--- src/rtl/rf_access_ctrl.sv ---
// Command sequencer in front of an 8x32 register file: accepts READ/WRITE/COPY/CLEAR
// over a valid/ready request channel and returns one response per command.
module rf_access_ctrl #(
  parameter int                DATA_W    = 32,
  parameter int                ADDR_W    = 3,
  parameter logic [DATA_W-1:0] CLEAR_VAL = '0
) (
  input  logic              clk,
  input  logic              reset,
  input  logic              req_valid,
  output logic              req_ready,
  input  logic [1:0]        req_op,
  input  logic [ADDR_W-1:0] req_addr,
  input  logic [ADDR_W-1:0] req_addr2,
  input  logic [DATA_W-1:0] req_wdata,
  output logic              rsp_valid,
  input  logic              rsp_ready,
  output logic [1:0]        rsp_op,
  output logic [DATA_W-1:0] rsp_data,
  output logic [ADDR_W-1:0] rf_wAddr,
  output logic [DATA_W-1:0] rf_wData,
  output logic              rf_we,
  output logic [ADDR_W-1:0] rf_rAddr,
  input  logic [DATA_W-1:0] rf_rData,
  output logic              busy
);

  localparam int         NUM_REGS = 2 ** ADDR_W;
  localparam logic [1:0] OP_READ  = 2'b00;
  localparam logic [1:0] OP_WRITE = 2'b01;
  localparam logic [1:0] OP_COPY  = 2'b10;
  localparam logic [1:0] OP_CLEAR = 2'b11;

  typedef enum logic [2:0] {
    IDLE = 3'd0,
    RD   = 3'd1,
    WR   = 3'd2,
    CP   = 3'd3,
    CLR  = 3'd4,
    RSP  = 3'd5
  } state_t;

  state_t              r_state;
  logic [1:0]          r_op;
  logic [ADDR_W-1:0]   r_addr;
  logic [ADDR_W-1:0]   r_addr2;
  logic [ADDR_W-1:0]   r_raddr;
  logic [ADDR_W-1:0]   r_cnt;
  logic [DATA_W-1:0]   r_wdata;
  logic                r_req_ready;
  logic                r_rsp_valid;
  logic [1:0]          r_rsp_op;
  logic [DATA_W-1:0]   r_rsp_data;

  always_ff @(posedge clk or posedge reset) begin
    if (reset) begin
      r_state     <= IDLE;
      r_op        <= 2'b00;
      r_addr      <= '0;
      r_addr2     <= '0;
      r_raddr     <= '0;
      r_cnt       <= '0;
      r_wdata     <= '0;
      r_req_ready <= 1'b0;
      r_rsp_valid <= 1'b0;
      r_rsp_op    <= 2'b00;
      r_rsp_data  <= '0;
    end else begin
      case (r_state)
        IDLE: begin
          r_req_ready <= 1'b1;
          if (req_valid && r_req_ready) begin
            r_req_ready <= 1'b0;
            r_op        <= req_op;
            r_addr      <= req_addr;
            r_addr2     <= req_addr2;
            r_wdata     <= req_wdata;
            // The read address only moves for commands that read, otherwise it holds.
            if (req_op == OP_READ || req_op == OP_COPY)
              r_raddr <= req_addr;
            case (req_op)
              OP_READ:  r_state <= RD;
              OP_WRITE: r_state <= WR;
              OP_COPY:  r_state <= CP;
              OP_CLEAR: r_state <= CLR;
              default:  r_state <= IDLE;
            endcase
          end
        end
        RD, CP: begin
          r_rsp_data  <= rf_rData;
          r_rsp_op    <= r_op;
          r_rsp_valid <= 1'b1;
          r_state     <= RSP;
        end
        WR: begin
          r_rsp_data  <= r_wdata;
          r_rsp_op    <= r_op;
          r_rsp_valid <= 1'b1;
          r_state     <= RSP;
        end
        CLR: begin
          if (r_cnt == ADDR_W'(NUM_REGS - 1)) begin
            r_cnt       <= '0;
            r_rsp_data  <= CLEAR_VAL;
            r_rsp_op    <= r_op;
            r_rsp_valid <= 1'b1;
            r_state     <= RSP;
          end else begin
            r_cnt <= r_cnt + 1'b1;
          end
        end
        RSP: begin
          if (rsp_ready) begin
            r_rsp_valid <= 1'b0;
            r_req_ready <= 1'b1;
            r_state     <= IDLE;
          end
        end
        default: begin
          r_state     <= IDLE;
          r_req_ready <= 1'b0;
          r_rsp_valid <= 1'b0;
        end
      endcase
    end
  end

  // Write port is a pure decode of state and latched operands; COPY forwards read data.
  always_comb begin
    rf_we    = 1'b0;
    rf_wAddr = '0;
    rf_wData = '0;
    case (r_state)
      WR: begin
        rf_we    = 1'b1;
        rf_wAddr = r_addr;
        rf_wData = r_wdata;
      end
      CP: begin
        rf_we    = 1'b1;
        rf_wAddr = r_addr2;
        rf_wData = rf_rData;
      end
      CLR: begin
        rf_we    = 1'b1;
        rf_wAddr = r_cnt;
        rf_wData = CLEAR_VAL;
      end
      default: begin
        rf_we    = 1'b0;
        rf_wAddr = '0;
        rf_wData = '0;
      end
    endcase
  end

  assign rf_rAddr  = r_raddr;
  assign req_ready = r_req_ready;
  assign rsp_valid = r_rsp_valid;
  assign rsp_op    = r_rsp_op;
  assign rsp_data  = r_rsp_data;
  assign busy      = (r_state != IDLE);

endmodule

--- config.mk ---
export PLATFORM = sky130hd
export DESIGN_NAME = rf_access_ctrl
export DESIGN_NICKNAME = d
export VERILOG_FILES = /design/src/rtl/rf_access_ctrl.sv
export SDC_FILE = /design/constraint.sdc
export NUM_CORES = 1
export LEC_CHECK = 0
export ABC_AREA = 1
export CAP_MARGIN = 0
export CORE_MARGIN = 5
export CORE_UTILIZATION = 45
export DETAILED_ROUTE_END_ITERATION = 8
export GPL_TIMING_DRIVEN = 1
export HOLD_SLACK_MARGIN = 0.03
export PLACE_DENSITY = 0.92
export SYNTH_ARGS = -nofsm -noshare
export SYNTH_HDL_FRONTEND = slang
export SYNTH_SLANG_ARGS = --single-unit
--- constraint.sdc ---
create_clock -name clk -period 4.1 [get_ports clk]
set_clock_uncertainty 0.2 [all_clocks]
set_input_delay 1.23 -clock clk [delete_from_list [all_inputs] [get_ports clk]]
set_output_delay 1.23 -clock clk [all_outputs]
set_load 0.03 [all_outputs]
==> metrics.log <==
[metrics] count of flip-flops with a built-in enable after synthesis: 0
[metrics] dominant cell by count in the synthesized netlist: nand2_1
[metrics] I/O pin count: approximately 150
[metrics] final weighted congestion in routability-driven placement: 0.7865
[metrics] synthesized instance count: roughly 570
[metrics] Gates resized, CTS repair: 0
[metrics] clock period minus final worst setup slack: ~3.6 ns
[metrics] Comb power frac: 47.8%
[metrics] data arrival at the endpoint of the critical path: around 2.2 ns
[metrics] critical-path maximum fanout: 2
[metrics] Synth Net Count: about 660
[metrics] Placement Rows: 35
[metrics] Peak Freq: about 280 MHz
[metrics] clock slew seen by the registers of the worst setup and hold paths: roughly 0.080 ns
[metrics] CTS tree: yes
[metrics] number of max-capacitance violations reported: 0
[metrics] post-route fraction of the period consumed by the critical path: between 80% and 90%
[metrics] startpoint class of the critical path: primary input
[metrics] Synth async-reset ratio: 100.0%
[metrics] final hold slack: 0.2775 ns
[metrics] Post-synth top flop: dfrtp_1
[metrics] type of the most critical hold path: register to register
[metrics] net switching power figure: 1.650 mW
[metrics] type of the worst setup path: primary input to output pin
[metrics] vias in the first global route: between 4000 and 5000
[metrics] switching share of power: a little over two fifths
[metrics] crit path capture type: output pin
[metrics] worst max-slew margin expressed relative to the limit: about half
[metrics] final number of hold-violating endpoints: 0
[metrics] top cells by count, synth: nand2_1 (335), dfrtp_1 (85), inv_1 (50)
[metrics] run status: finished clean
[metrics] Post-CTS Hold Fix Bufs: 0
[metrics] final core area utilization: roughly 64%
[metrics] Iter 0 DRT Violations: 262
[metrics] worst slew pin tran: about 0.74 ns
[metrics] per-instance average area after synthesis: between 7 and 8 sq um
[metrics] share of cells above drive strength 1: a little under a tenth
[metrics] P_leak: 3.205 nW
[metrics] cell area after synthesis: slightly above 0.004 sq mm
[metrics] warning count from the yosys run: 0
[metrics] sequential power share: around 38%
[metrics] number of antenna violations at the first check in global routing: 0
[metrics] cell type with the highest aggregate area in the netlist: dfrtp_1
[metrics] worst path required time: 2.67 ns
[metrics] Nets: about 800
[metrics] vias after detailed routing: just over 4000
[metrics] flop and latch count out of synthesis: between 80 and 90
[metrics] floorplan die width: 106.1 um
[metrics] DIE AREA: about 0.011 sq mm
[metrics] CTS H-Tree Depth: 3
[metrics] sum of routed wire length over all layers: between 10 and 15 mm
[metrics] Pre-antenna DRT Iters: 6
[metrics] number of remaining DRC errors: 0
[metrics] Setup Viol. Count Final: 0
[metrics] cell internal pwr: 2.105 mW
[metrics] number of buffers created by CTS: 9
[metrics] DP HPWL: roughly 8.6 mm
[metrics] number of port buffers: 151
[metrics] pins over their slew limit: 0
[metrics] post-synthesis sequential area ratio: roughly 51%
[metrics] cell at the root of the clock tree: clkbuf_8
[metrics] area growth from synthesis to layout: 40.42%
[metrics] insertion delay to the later sink of the worst-skew pair: approximately 0.34 ns
[metrics] unrepaired setup endpoints after global routing: false
[metrics] aggregate negative setup slack: 0 ns
[metrics] clock sink count: 85
[metrics] worst voltage drop across the vdd grid: around 0.42 mV
[metrics] aggregate global-route resource usage: between 20% and 30%
[metrics] ratio of routed vias to standard cells: ~4.9
[metrics] clock network fraction of total power: between 10% and 20%
[metrics] global-route wire length before repair: just under 20 mm
[metrics] power consumption: 3.756 mW
[metrics] cells taking the most area after synthesis: dfrtp_1 (51%), nand2_1 (30%), o21ai_0 (5.3%), inv_1 (4.5%), ha_1 (1.5%)
[metrics] setup fix buffers added after clock tree synthesis: 0
[metrics] core area: 0.009109 sq mm
[metrics] Final ANT Viol Nets: 0
[metrics] GRT Residual Overflow: 0
[metrics] library cells used by synthesis: 18
[metrics] R2R depth: 8
[metrics] Hold Path Cell Cnt: 2
[metrics] share of Yosys cell area claimed by the top area cell type: between 50 and 60%
[metrics] starting density of the core: a little under half
[metrics] antenna cell count: 0
[metrics] largest net degree at the start of global routing: 51
[metrics] PwrDens: between 600 and 700 mW/mm^2
[metrics] WL/cell: about 14 um
[metrics] die height: between 100 and 150 um
[metrics] number of buffers on the longest clock path: 2
[kinds of logic after synthesis]
logic type | count (synthesis) | share of synthesized area (%)
adders and majority gates | 5 | 1.505
and+or+nand+nor | 359 | 33.52
AOI/OAI and AO/OA | 47 | 5.868
DFF | 85 | 51.16
buffers and inverters | 78 | 7.944
[through the flow]
step                      area [sq um]  instances  setup slack (ns)
after floorplan                   4158        574            0.4765
after global placement            5652        817            0.5547
after detailed placement          5652        817            0.5157
after CTS                         5838        833            0.5146
after global routing              5838        833            0.4404
final                             5838        833            0.4836
[placed cells by master (no fill, tap or decap)]
cell type	Yosys	routed
nand4_1	3	3
o211ai_1	1	1
inv_1	50	49
buf_12	0	1
inv_2	4	4
buf_4	6	38
clkinvlp_4	0	1
clkdlybuf4s50_1	0	117
ha_1	5	5
o221ai_1	1	1
nor2_4	1	2
nand2_1	335	335
nor2_2	3	2
o21ai_0	44	44
nor2_1	2	2
nand3_1	11	11
clkbuf_8	0	11
nand2_2	4	4
clkinv_2	0	3
dfrtp_1	85	85
clkinv_4	0	2
o21a_1	1	1
[power by group through the flow]
| stage | Combinational [mW] | Clock, mW | Sequential (mW) |
|---|---|---|---|
| after floorplan | 0.883 | 0 | 1.66 |
| after global placement | 1.74 | 0 | 1.40 |
| after detailed placement | 1.80 | 0 | 1.42 |
| after CTS | 1.81 | 0.566 | 1.41 |
| after global routing | 1.98 | 0.604 | 1.45 |
| final | 1.79 | 0.549 | 1.41 |
[layout make-up]
| cell class | instances | area (sq um) |
|---|---|---|
| Sequential cell | 85 | 2127 |
| Clock inverter | 5 | 35.03 |
| Fill cell | 762 | 3271 |
| Tap cell | 111 | 138.9 |
| Multi-Input combinational cell | 411 | 1705 |
| Timing Repair Buffer | 156 | 1476 |
| Inverter | 54 | 203.9 |
| Clock buffer | 11 | 151.4 |
[sequential cells by signal (all words and copies together) (netlist names)]
| name | count |
|---|---|
| r_wdata | 32 |
| r_cnt | 3 |
| r_op | 2 |
| req_ready | 1 |
| rsp_valid | 1 |
| r_addr2 | 3 |
| rsp_op | 2 |
| rf_rAddr | 3 |
| rsp_data | 32 |
| r_addr | 3 |
| r_state | 3 |
[worst max-delay path, stage by stage]
cell	delay, ns
clkdlybuf4s50_1	0.47
inv_1	0.05
o21ai_0	0.23
buf_4	0.21
[path summary, 6_finish.rpt]
kind / slack [ns] / from / endpoint
hold / removal: 0.28 / r_addr2[2]$_DFFE_PP0P_ / r_addr2[2]$_DFFE_PP0P_
setup reg to reg: 1.49 / r_state[1]$_DFFE_PP0P_ / rsp_data[5]$_DFFE_PP0P_
hold reg to reg: 0.28 / r_addr2[2]$_DFFE_PP0P_ / r_addr2[2]$_DFFE_PP0P_
min in group asynchronous: 1.07 / reset / rsp_data[15]$_DFFE_PP0P_
setup / recovery: 0.48 / rf_rData[14] / rf_wData[14]
max in group asynchronous: 1.93 / reset / rsp_data[12]$_DFFE_PP0P_
[metal layers]
layer | up-vias | part of all wire, % | GRT usage, % | wire (um)
met1 | 1892 | 38 | 24.57 | 4499
met3 | 28 | 7.6 | 4.129 | 904
met2 | 164 | 52 | 38.46 | 6163
met4 | 0 | 2.8 | 9.251 | 335
met5 | - | 0 | 0 | 0
li1 | 2022 | - | - | -
(Power assumes the default switching activity.)
